===== src/rtl/z80_snoop_pkg.sv =====
// Shared types and default constants for the Z80 framebuffer write snooper.
// The strobe vector is packed {MREQ_n, IORQ_n, WR_n, RFSH_n}.
package z80_snoop_pkg;

    typedef enum logic [1:0] {
        ST_IDLE,
        ST_HOLD,
        ST_WAIT
    } refresh_state_e;

    typedef struct packed {
        logic [15:0] addr;
        logic [7:0]  data;
    } fb_wr_t;

    localparam logic [15:0] DEF_WIN_BASE        = 16'hE000;
    localparam int          DEF_WIN_SIZE_LOG2   = 10;
    localparam int          DEF_FIFO_DEPTH_LOG2 = 3;
    localparam int          DEF_HOLDOFF_CYCLES  = 50000;

    localparam int STB_MREQ = 3;
    localparam int STB_IORQ = 2;
    localparam int STB_WR   = 1;
    localparam int STB_RFSH = 0;

    localparam logic [3:0] STB_IDLE      = 4'b1111;
    // MREQ_n=0, IORQ_n=1, WR_n=0, RFSH_n=1
    localparam logic [3:0] STB_MEM_WRITE = 4'b0101;

endpackage


===== src/rtl/snoop_fifo.sv =====
// Small show-ahead synchronous FIFO; a push into a full FIFO is accepted
// when a pop happens on the same edge.
module snoop_fifo #(
    parameter int WIDTH = 24,
    parameter int AW    = 3
) (
    input  logic             clk,
    input  logic             rst,
    input  logic             push_i,
    input  logic [WIDTH-1:0] data_i,
    input  logic             pop_i,
    output logic [WIDTH-1:0] data_o,
    output logic             valid_o,
    output logic             accept_o
);
    localparam int DEPTH = 1 << AW;

    logic [WIDTH-1:0] mem [DEPTH];
    logic [AW:0]      wr_ptr_q;
    logic [AW:0]      rd_ptr_q;
    logic             empty;
    logic             full;
    logic             pop_ok;

    // Extra pointer bit distinguishes full from empty when the indices match.
    assign empty    = (wr_ptr_q == rd_ptr_q);
    assign full     = (wr_ptr_q[AW] != rd_ptr_q[AW]) &&
                      (wr_ptr_q[AW-1:0] == rd_ptr_q[AW-1:0]);
    assign pop_ok   = pop_i && !empty;
    assign accept_o = push_i && (!full || pop_ok);
    assign valid_o  = !empty;
    assign data_o   = mem[rd_ptr_q[AW-1:0]];

    always_ff @(posedge clk) begin
        if (accept_o) begin
            mem[wr_ptr_q[AW-1:0]] <= data_i;
        end
    end

    always_ff @(posedge clk) begin
        if (rst) begin
            wr_ptr_q <= '0;
            rd_ptr_q <= '0;
        end else begin
            if (accept_o) begin
                wr_ptr_q <= wr_ptr_q + {{AW{1'b0}}, 1'b1};
            end
            if (pop_ok) begin
                rd_ptr_q <= rd_ptr_q + {{AW{1'b0}}, 1'b1};
            end
        end
    end

endmodule


===== src/rtl/z80_write_snoop.sv =====
// Passive Z80 bus monitor: queues CPU writes into the framebuffer window and
// requests an OLED refresh once write activity has settled.
module z80_write_snoop
    import z80_snoop_pkg::*;
#(
    parameter logic [15:0] WIN_BASE        = DEF_WIN_BASE,
    parameter int          WIN_SIZE_LOG2   = DEF_WIN_SIZE_LOG2,
    parameter int          FIFO_DEPTH_LOG2 = DEF_FIFO_DEPTH_LOG2,
    parameter int          HOLDOFF_CYCLES  = DEF_HOLDOFF_CYCLES
) (
    input  logic                     clk,
    input  logic                     rst,
    input  logic                     MREQ_n,
    input  logic                     IORQ_n,
    input  logic                     WR_n,
    input  logic                     RFSH_n,
    input  logic [15:0]              A,
    input  logic [7:0]               D,
    output logic                     fb_wr_valid,
    input  logic                     fb_wr_ready,
    output logic [WIN_SIZE_LOG2-1:0] fb_wr_addr,
    output logic [7:0]               fb_wr_data,
    input  logic                     busy,
    output logic                     refresh,
    output logic                     overflow
);
    localparam int              CW        = $clog2(HOLDOFF_CYCLES + 1);
    localparam logic [CW-1:0]   HOLD_LOAD = CW'(HOLDOFF_CYCLES);
    localparam int              TAG_W     = 16 - WIN_SIZE_LOG2;

    logic [3:0]     stb_s1_q;
    logic [3:0]     stb_s2_q;
    logic           wr_cyc_prev_q;
    logic [1:0]     live_q;
    logic           arm_q;
    logic           arm_d;
    logic [15:0]    a_q;
    logic [7:0]     d_q;
    logic           overflow_q;
    refresh_state_e state_q;
    refresh_state_e state_d;
    logic [CW-1:0]  cnt_q;
    logic [CW-1:0]  cnt_d;

    logic   wr_cyc;
    logic   take;
    logic   in_win;
    logic   push_req;
    logic   push_ok;
    fb_wr_t push_entry;
    fb_wr_t head;
    logic   unused_head_tag;

    always_ff @(posedge clk) begin
        a_q <= A;
        d_q <= D;
    end

    always_ff @(posedge clk) begin
        if (rst) begin
            stb_s1_q      <= STB_IDLE;
            stb_s2_q      <= STB_IDLE;
            wr_cyc_prev_q <= 1'b0;
            live_q        <= 2'b00;
            arm_q         <= 1'b0;
            overflow_q    <= 1'b0;
        end else begin
            stb_s1_q      <= {MREQ_n, IORQ_n, WR_n, RFSH_n};
            stb_s2_q      <= stb_s1_q;
            wr_cyc_prev_q <= wr_cyc;
            live_q        <= {live_q[0], 1'b1};
            arm_q         <= arm_d;
            if (push_req && !push_ok) begin
                overflow_q <= 1'b1;
            end
        end
    end

    assign wr_cyc   = (stb_s2_q == STB_MEM_WRITE);
    assign take     = wr_cyc && wr_cyc_prev_q && arm_q;
    assign in_win   = (a_q[15:WIN_SIZE_LOG2] == WIN_BASE[15:WIN_SIZE_LOG2]);
    assign push_req = take && in_win;

    // The synchronizer's reset value is not a real bus sample, so arming waits
    // until s2 holds live data; a write spanning reset release is never taken.
    always_comb begin
        arm_d = arm_q;
        if (take) begin
            arm_d = 1'b0;
        end else if (live_q[1] && stb_s2_q[STB_WR]) begin
            arm_d = 1'b1;
        end
    end

    assign push_entry.addr = {{TAG_W{1'b0}}, a_q[WIN_SIZE_LOG2-1:0]};
    assign push_entry.data = d_q;

    snoop_fifo #(
        .WIDTH ($bits(fb_wr_t)),
        .AW    (FIFO_DEPTH_LOG2)
    ) u_fifo (
        .clk      (clk),
        .rst      (rst),
        .push_i   (push_req),
        .data_i   (push_entry),
        .pop_i    (fb_wr_ready),
        .data_o   (head),
        .valid_o  (fb_wr_valid),
        .accept_o (push_ok)
    );

    assign fb_wr_addr      = fb_wr_valid ? head.addr[WIN_SIZE_LOG2-1:0] : '0;
    assign fb_wr_data      = fb_wr_valid ? head.data : 8'h00;
    assign unused_head_tag = |head.addr[15:WIN_SIZE_LOG2];
    assign overflow        = overflow_q;

    always_ff @(posedge clk) begin
        if (rst) begin
            state_q <= ST_IDLE;
            cnt_q   <= '0;
        end else begin
            state_q <= state_d;
            cnt_q   <= cnt_d;
        end
    end

    // A new push always restarts the hold-off, whatever state we are in.
    always_comb begin
        state_d = state_q;
        cnt_d   = cnt_q;
        refresh = 1'b0;
        if (push_ok) begin
            state_d = ST_HOLD;
            cnt_d   = HOLD_LOAD;
        end else begin
            case (state_q)
                ST_HOLD: begin
                    if (cnt_q == '0) begin
                        state_d = ST_WAIT;
                    end else begin
                        cnt_d = cnt_q - CW'(1);
                    end
                end
                ST_WAIT: begin
                    if (!busy && !fb_wr_valid) begin
                        refresh = 1'b1;
                        state_d = ST_IDLE;
                    end
                end
                default: ;
            endcase
        end
    end

endmodule


===== config.mk =====
export PLATFORM = sky130hd
export DESIGN_NAME = z80_write_snoop
export DESIGN_NICKNAME = d
export VERILOG_FILES = /design/src/rtl/z80_snoop_pkg.sv /design/src/rtl/snoop_fifo.sv /design/src/rtl/z80_write_snoop.sv
export SDC_FILE = /design/constraint.sdc
export NUM_CORES = 1
export LEC_CHECK = 0
export BUFFER_PORTS_ARGS = -buffer_cell sky130_fd_sc_hd__buf_2
export CORE_MARGIN = 1
export CORE_UTILIZATION = 50
export DETAILED_ROUTE_END_ITERATION = 6
export GPL_TIMING_DRIVEN = 0
export PLACE_DENSITY = 0.68
export RECOVER_POWER = 50
export SYNTH_ARGS = -nofsm -noshare
export SYNTH_HDL_FRONTEND = slang
export SYNTH_SLANG_ARGS = --single-unit
export TNS_END_PERCENT = 30

===== constraint.sdc =====
create_clock -name clk -period 10.43 [get_ports clk]
set_input_delay 1.5645 -clock clk [delete_from_list [all_inputs] [get_ports clk]]
set_output_delay 1.5645 -clock clk [all_outputs]
set_load 0.02 [all_outputs]

==> flow_summary_export.csv, run 1 <==
group,metric,value,unit
timing,worst_slack,5.97,ns
clocking,htree_levels,1,
grt,grt_max_degree,15,
clocking,cts_tree,"built",
critical_path,cp-end-kind,"output pin",
timing,max_slew_margin,0.356,
place,port-buffer-count,52,
yosys,synth-compound-area-share,0.0180,
clocking,clock_tree.root_cell,"clkbuf_16",
yosys,ys_ff_latch,210,
yosys,synth_mux_area_frac,0.129,
detailed_routing,route.vias.total,4047,
cells_and_area,antenna_cells,0,
yosys,syn_nets,491,
timing,finalHoldViolCount,0,
cells_and_area,layout.nets,580,
grt,antenna_found_initial,0,
yosys,synth_simple_gate_area_share,0.0779,
clocking,clkTransAtPathRegs,0.06,ns
floorplan,die-area,16200,sq um
pwr,power.switching,0.300,mW
outcome,status,"complete, no violations",
timing,rsz0062_at_grt,"false",
hold_path,hold_class,"reg2reg",
yosys,synthAdderAreaFrac,0.00957,
timing,fin_crit,4.46,ns
yosys,synth_flop_cell,"edfxtp_1",
floorplan,start_util,0.514,
timing,whs,0.407,ns
clocking,cts-resized-gates,0,
floorplan,die_h,127,microns
clocking,cts_hold_buffers,0,
yosys,synthArstFlopShare,0,
clocking,clkSinkCount,210,
yosys,ys_types,46,
pwr,combPwrFrac,0.008,
place,pre_cts_ws,6.11,ns
timing,clock_skew,0.0120,ns
cells_and_area,drive_gt1_frac,0.284,
place,place_area,8560,sq um
cells_and_area,final_area,9220,sq um
timing,maxSlewViolCount,0,
place,gp_congestion,0.789,
yosys,seq_area_frac_synth,0.720,
floorplan,io_pins,53,
floorplan,rows,45,
critical_path,critical_path_peak_fanout,10,
cells_and_area,layoutNonFillerInstCount,767,
pwr,leakage,3.13,nW
critical_path,crit_required,8.87,ns
yosys,yosysWarnings,0,
detailed_routing,firstDrtPassIters,4,
yosys,synth_edf_count,144,
grt,grt_pass1_wl,22400,microns
yosys,synth_top_family_by_area,"multiplexers",
timing,fmax,224,MHz
clocking,cts_buffers,21,
pwr,p_int,1.35,mW
detailed_routing,drt-initial-drc-count,202,
cells_and_area,area_growth,17.6,%
floorplan,core,15300,sq um
grt,grt-ovfl-total,0,
yosys,syn-cell-area,7840,sq um
clocking,post_cts_buffers,0,
detailed_routing,vias_per_cell,5.28,
clocking,clk_latency,0.49,ns
timing,totalNegativeSetupSlack,0,ns
grt,grt_pass1_vias,4156,
detailed_routing,drc,0,
pwr,power_per_cell_area,179,nW/um^2
detailed_routing,drt_wl_total,14100,microns
yosys,synth_cells,453,
timing,setup_violations,0,
pwr,irDropWorstVdd,181,uV
detailed_routing,wl_per_cell,18.4,microns
job,maxCapViolCount,0,
grt,grt_usage,0.184,
place,hpwl,9260,microns
pwr,p_sw_frac,0.182,
clocking,cts.path.max_buffers,3,
critical_path,critPathKind,"reg2out",
detailed_routing,ant_nets,0,
critical_path,worst_ep_arrival_time,2.90,ns
pwr,p_clk_frac,0.443,
yosys,synthXorXnorAreaFrac,0.0235,
pwr,seqPwrFrac,0.548,
timing,finalCritPeriodShare,0.428,
timing,max_slew.worst_pin.slew,0.965,ns
critical_path,startpoint_type,"flip-flop",
floorplan,die_w,127,microns
cells_and_area,fill_cells,1151,
place,place_inst,730,
yosys,syn_avg_cell_area,17.3,sq um
[cell families after synthesis]
kind of cell,after synthesis
AND/OR/NAND/NOR,105
flip-flops,210
XOR/XNOR,21
adder cells (fa/ha/maj),6
AO/OA/AOI/OAI,23
buffers and inverters,32
multiplexers,56
[critical path, stage by stage, from the launching register on]
cell and delay (ns):
dfxtp_1 0.36, buf_6 0.17, xnor2_1 0.15, and4_1 0.28, buf_1 0.49, buf_1 0.61, nor2_1 0.15, buf_2 0.20
[layout by cell type (no fill, tap or decap), drive strengths merged, types with 3 or more instances in the layout]
| cell | n |
|---|---|
| or2 | 9 |
| nor3 | 4 |
| edfxtp | 144 |
| and3 | 4 |
| mux2i | 20 |
| buf | 77 |
| ha | 6 |
| nor3b | 4 |
| inv | 11 |
| nor2b | 3 |
| mux4 | 36 |
| nor4 | 6 |
| xnor2 | 6 |
| a21oi | 12 |
| dfxtp | 66 |
| nor2 | 42 |
| xor2 | 15 |
| clkbuf | 43 |
| nand2 | 9 |
| nand3 | 9 |
[layout make-up]
cell class                 instances  area [sq um]  share of cell area
multi-input combinational        211          2070               0.224
clock buffer                      32           598              0.0648
buffer                            22           123              0.0133
sequential                       210          5650               0.612
timing repair buffer              66           409              0.0444
clock inverter                     5          77.6             0.00841
tap                              211           264              0.0286
inverter                          10          37.5             0.00407
[registers in the layout (all words and copies together) (netlist names), 4 cells and up, named ones only]
| name | cells |
|---|---|
| u_fifo.rd_ptr_q | 4 |
| u_fifo.wr_ptr_q | 4 |
| stb_s1_q | 4 |
| a_q | 16 |
| d_q | 8 |
| cnt_q | 16 |
| u_fifo.mem | 144 |
| stb_s2_q | 4 |
[Yosys cell counts (all sizes together), types with 3 or more instances]
| cell type | instances | area (sq um) |
|---|---|---|
| nor3 | 4 | 20.0 |
| nand2 | 9 | 33.8 |
| mux2i | 20 | 200 |
| a21oi | 12 | 60.1 |
| ha | 6 | 75.1 |
| nand3 | 9 | 45.0 |
| edfxtp | 144 | 4320 |
| clkbuf | 9 | 53.8 |
| xnor2 | 6 | 52.6 |
| mux4 | 36 | 811 |
| and3 | 4 | 25.0 |
| nor3b | 4 | 40.0 |
| buf | 13 | 82.6 |
| inv | 10 | 37.5 |
| nor4 | 6 | 67.6 |
| or2 | 9 | 56.3 |
| dfxtp | 66 | 1320 |
| nor2b | 3 | 18.8 |
| xor2 | 15 | 131 |
| nor2 | 42 | 158 |
[metal layers]
| layer | GRT usage | vias up | routed length (microns) | part of all wire |
|---|---|---|---|---|
| li1 | - | 1909 | - | - |
| met1 | 0.238 | 2002 | 5830 | 0.41 |
| met2 | 0.320 | 113 | 7070 | 0.50 |
| met3 | 0.0343 | 23 | 897 | 0.064 |
| met4 | 0.0546 | 0 | 303 | 0.021 |
| met5 | 0 | - | 0 | 0 |
[final timing paths]
kind | startpoint | to | slack, ns | cells past startpoint
worst min-delay path | stb_s1_q[0] | stb_s2_q[0] | 0.41 | 1
worst max register to register | a_q[11] | u_fifo.mem[0][0] | 7.47 | 9
worst min register to register | stb_s1_q[0] | stb_s2_q[0] | 0.41 | 1
worst max-delay path | u_fifo.wr_ptr_q[0] | fb_wr_data[1] | 5.97 | 7
[through the flow]
stage	power, mW	util
floorplan	0.926	-
global placement	0.935	0.548
detailed placement	0.937	0.561
CTS	1.67	0.605
global route	1.70	0.604
finish	1.65	0.604
[power by group through the flow]
stage               Combinational (mW)  Clock [mW]  Sequential, mW
floorplan                      0.00699           0           0.919
global placement                0.0143           0           0.921
detailed placement              0.0147           0           0.922
CTS                             0.0148       0.747           0.904
global route                    0.0156       0.775           0.906
finish                          0.0137       0.731           0.904
Power figures use the tool's default switching activity.
==> inputs of run 2 (changes only) <==
--- a/config.mk
+++ b/config.mk
@@ -10,7 +10,7 @@
 export CORE_UTILIZATION = 50
 export DETAILED_ROUTE_END_ITERATION = 6
 export GPL_TIMING_DRIVEN = 0
-export PLACE_DENSITY = 0.68
+export PLACE_DENSITY = 0.71
 export RECOVER_POWER = 50
 export SYNTH_ARGS = -nofsm -noshare
 export SYNTH_HDL_FRONTEND = slang
==> constraint.sdc (replaced) <==
create_clock -name clk -period 3.8 [get_ports clk]
set_input_delay 0.57 -clock clk [delete_from_list [all_inputs] [get_ports clk]]
set_output_delay 0.57 -clock clk [all_outputs]
set_load 0.02 [all_outputs]
==> run 2 against run 1 <==
Effect of this change: count of clock-buffer cells in the layout is 2 lower; via count hardly changed; hold slack worse by 0.23 ns.
==> flow_summary_export.csv, run 2 (synthesized netlist as in run 1, its figures left out) <==
group,metric,value,unit
critical_path,critical_path_peak_fanout,10,
pwr,power_per_cell_area,505,nW/um^2
clocking,post_cts_buffers,0,
clocking,clkSinkCount,210,
floorplan,rows,45,
critical_path,cp-end-kind,"output pin",
timing,finalHoldViolCount,0,
detailed_routing,drt-initial-drc-count,255,
critical_path,critPathTopFamily,"buffers and inverters",
critical_path,worst_ep_arrival_time,2.83,ns
cells_and_area,antenna_cells,0,
floorplan,start_util,0.514,
grt,grt-ovfl-total,0,
cells_and_area,area_growth,18.9,%
hold_path,worstHoldStart,"A[14]",
critical_path,cp_cell_sequence,"buf_6, xnor2_1, and4_1, buf_1, buf_1, nor2_1, buf_2",
timing,fmax,294,MHz
floorplan,die_h,127,microns
clocking,cts_hold_buffers,0,
timing,max_slew.worst_pin.slew,0.913,ns
detailed_routing,ant_nets,0,
clocking,htree_levels,1,
critical_path,path_buf_inv,4,
floorplan,die-area,16200,sq um
critical_path,slowest_delay,0.55,ns
critical_path,critPathMostFrequentCell,"buf_1",
place,gp_congestion,0.778,
clocking,cts-resized-gates,0,
detailed_routing,wl_per_cell,18.3,microns
hold_path,hold_class,"in2reg",
timing,rsz0062_at_grt,"false",
cells_and_area,layout_commonest_cell,"edfxtp_1",
timing,setup_violations,0,
timing,fin_crit,3.40,ns
detailed_routing,drt_wl_total,14100,microns
critical_path,crit_required,3.23,ns
grt,antenna_found_initial,0,
cells_and_area,seq_area,5650,sq um
cells_and_area,layout.nets,581,
cells_and_area,largest_reg_flops,144,
detailed_routing,drc,0,
outcome,status,"complete, no violations",
clocking,clock_tree.root_cell,"clkbuf_16",
timing,finalCritPeriodShare,0.895,
place,hpwl,9290,microns
floorplan,io_pins,53,
critical_path,critPathKind,"reg2out",
grt,grt_pass1_wl,22500,microns
clocking,cts_buffers,22,
pwr,irDropWorstVdd,295,uV
job,maxCapViolCount,0,
critical_path,regToRegStartpoint,"a_q[11]",
clocking,clk_latency,0.49,ns
grt,grt_pass1_vias,4224,
place,place_area,8580,sq um
pwr,leakage,3.18,nW
critical_path,startpoint_type,"flip-flop",
place,port-buffer-count,52,
clocking,cts.path.max_buffers,3,
timing,clock_skew,0.00988,ns
clocking,cts_tree,"built",
cells_and_area,layoutNonFillerInstCount,770,
detailed_routing,vias_per_cell,5.26,
cells_and_area,drive_gt1_frac,0.297,
clocking,clkTransAtPathRegs,0.06,ns
detailed_routing,route.vias.total,4050,
detailed_routing,firstDrtPassIters,6,
timing,max_slew_margin,0.391,
critical_path,startpoint,"u_fifo.wr_ptr_q[1]",
cells_and_area,fill_cells,1095,
grt,grt_max_degree,16,
place,place_inst,730,
cells_and_area,final_area,9320,sq um
place,pre_cts_ws,0.838,ns
grt,grt_usage,0.184,
timing,worst_slack,0.398,ns
floorplan,core,15300,sq um
cells_and_area,multi_input_comb_area,2070,sq um
critical_path,cp_slowest_cell,"buf_1",
cells_and_area,mostFrequentLayoutCells,"144 x edfxtp_1, 66 x dfxtp_1, 56 x buf_2",
timing,maxSlewViolCount,0,
floorplan,die_w,127,microns
==> run 2: path summary, 6_finish.rpt <==
path | to | slack (ns) | cells past startpoint
max | fb_wr_data[1] | 0.40 | 7
min | a_q[14] | 0.18 | 1
max reg2reg | u_fifo.mem[0][2] | 0.87 | 8
min reg2reg | stb_s2_q[1] | 0.41 | 1
==> run 2: cell type report <==
cell class	instances	share of cell area
Multi-Input combinational cell	211	0.222
Inverter	10	0.00403
Tap cell	211	0.0283
Timing Repair Buffer	66	0.0455
Buffer	22	0.0132
Sequential cell	210	0.606
Clock inverter	10	0.0138
Clock buffer	30	0.0678
==> run 2: power breakdown <==
part	switching, mW	internal, mW
clock network	0.822	1.37
logic	0.0172	0.0205
registers	0.0235	2.46
total	0.862	3.85
==> run 2: stage by stage <==
step	power, mW	utilization	hold WS [ns]	setup TNS, ns
after global placement	2.57	0.548	0.393	-82.68
after CTS	4.76	0.612	0.163	0
after floorplan	2.54	-	0.389	0
after detailed placement	2.57	0.562	0.392	0
after global routing	4.87	0.611	0.159	0
final	4.71	0.611	0.178	0
==> run 2: layer usage <==
metal / share of wire / GRT usage / routed length, microns / vias up
li1: - / - / - / 1911
met3: 0.042 / 0.0314 / 586 / 23
met5: 0 / 0 / 0 / -
met1: 0.42 / 0.231 / 5960 / 2013
met4: 0.021 / 0.0546 / 295 / 0
met2: 0.51 / 0.328 / 7220 / 103
==> run 2: worst reg2reg max path: stages, from the launching register on <==
cell	delay [ns]
dfxtp_1	0.30
or4b_4	0.55
nor4_4	0.24
o41ai_1	0.18
buf_6	0.18
buf_2	0.21
nor4_2	0.51
buf_4	0.28
buf_4	0.19
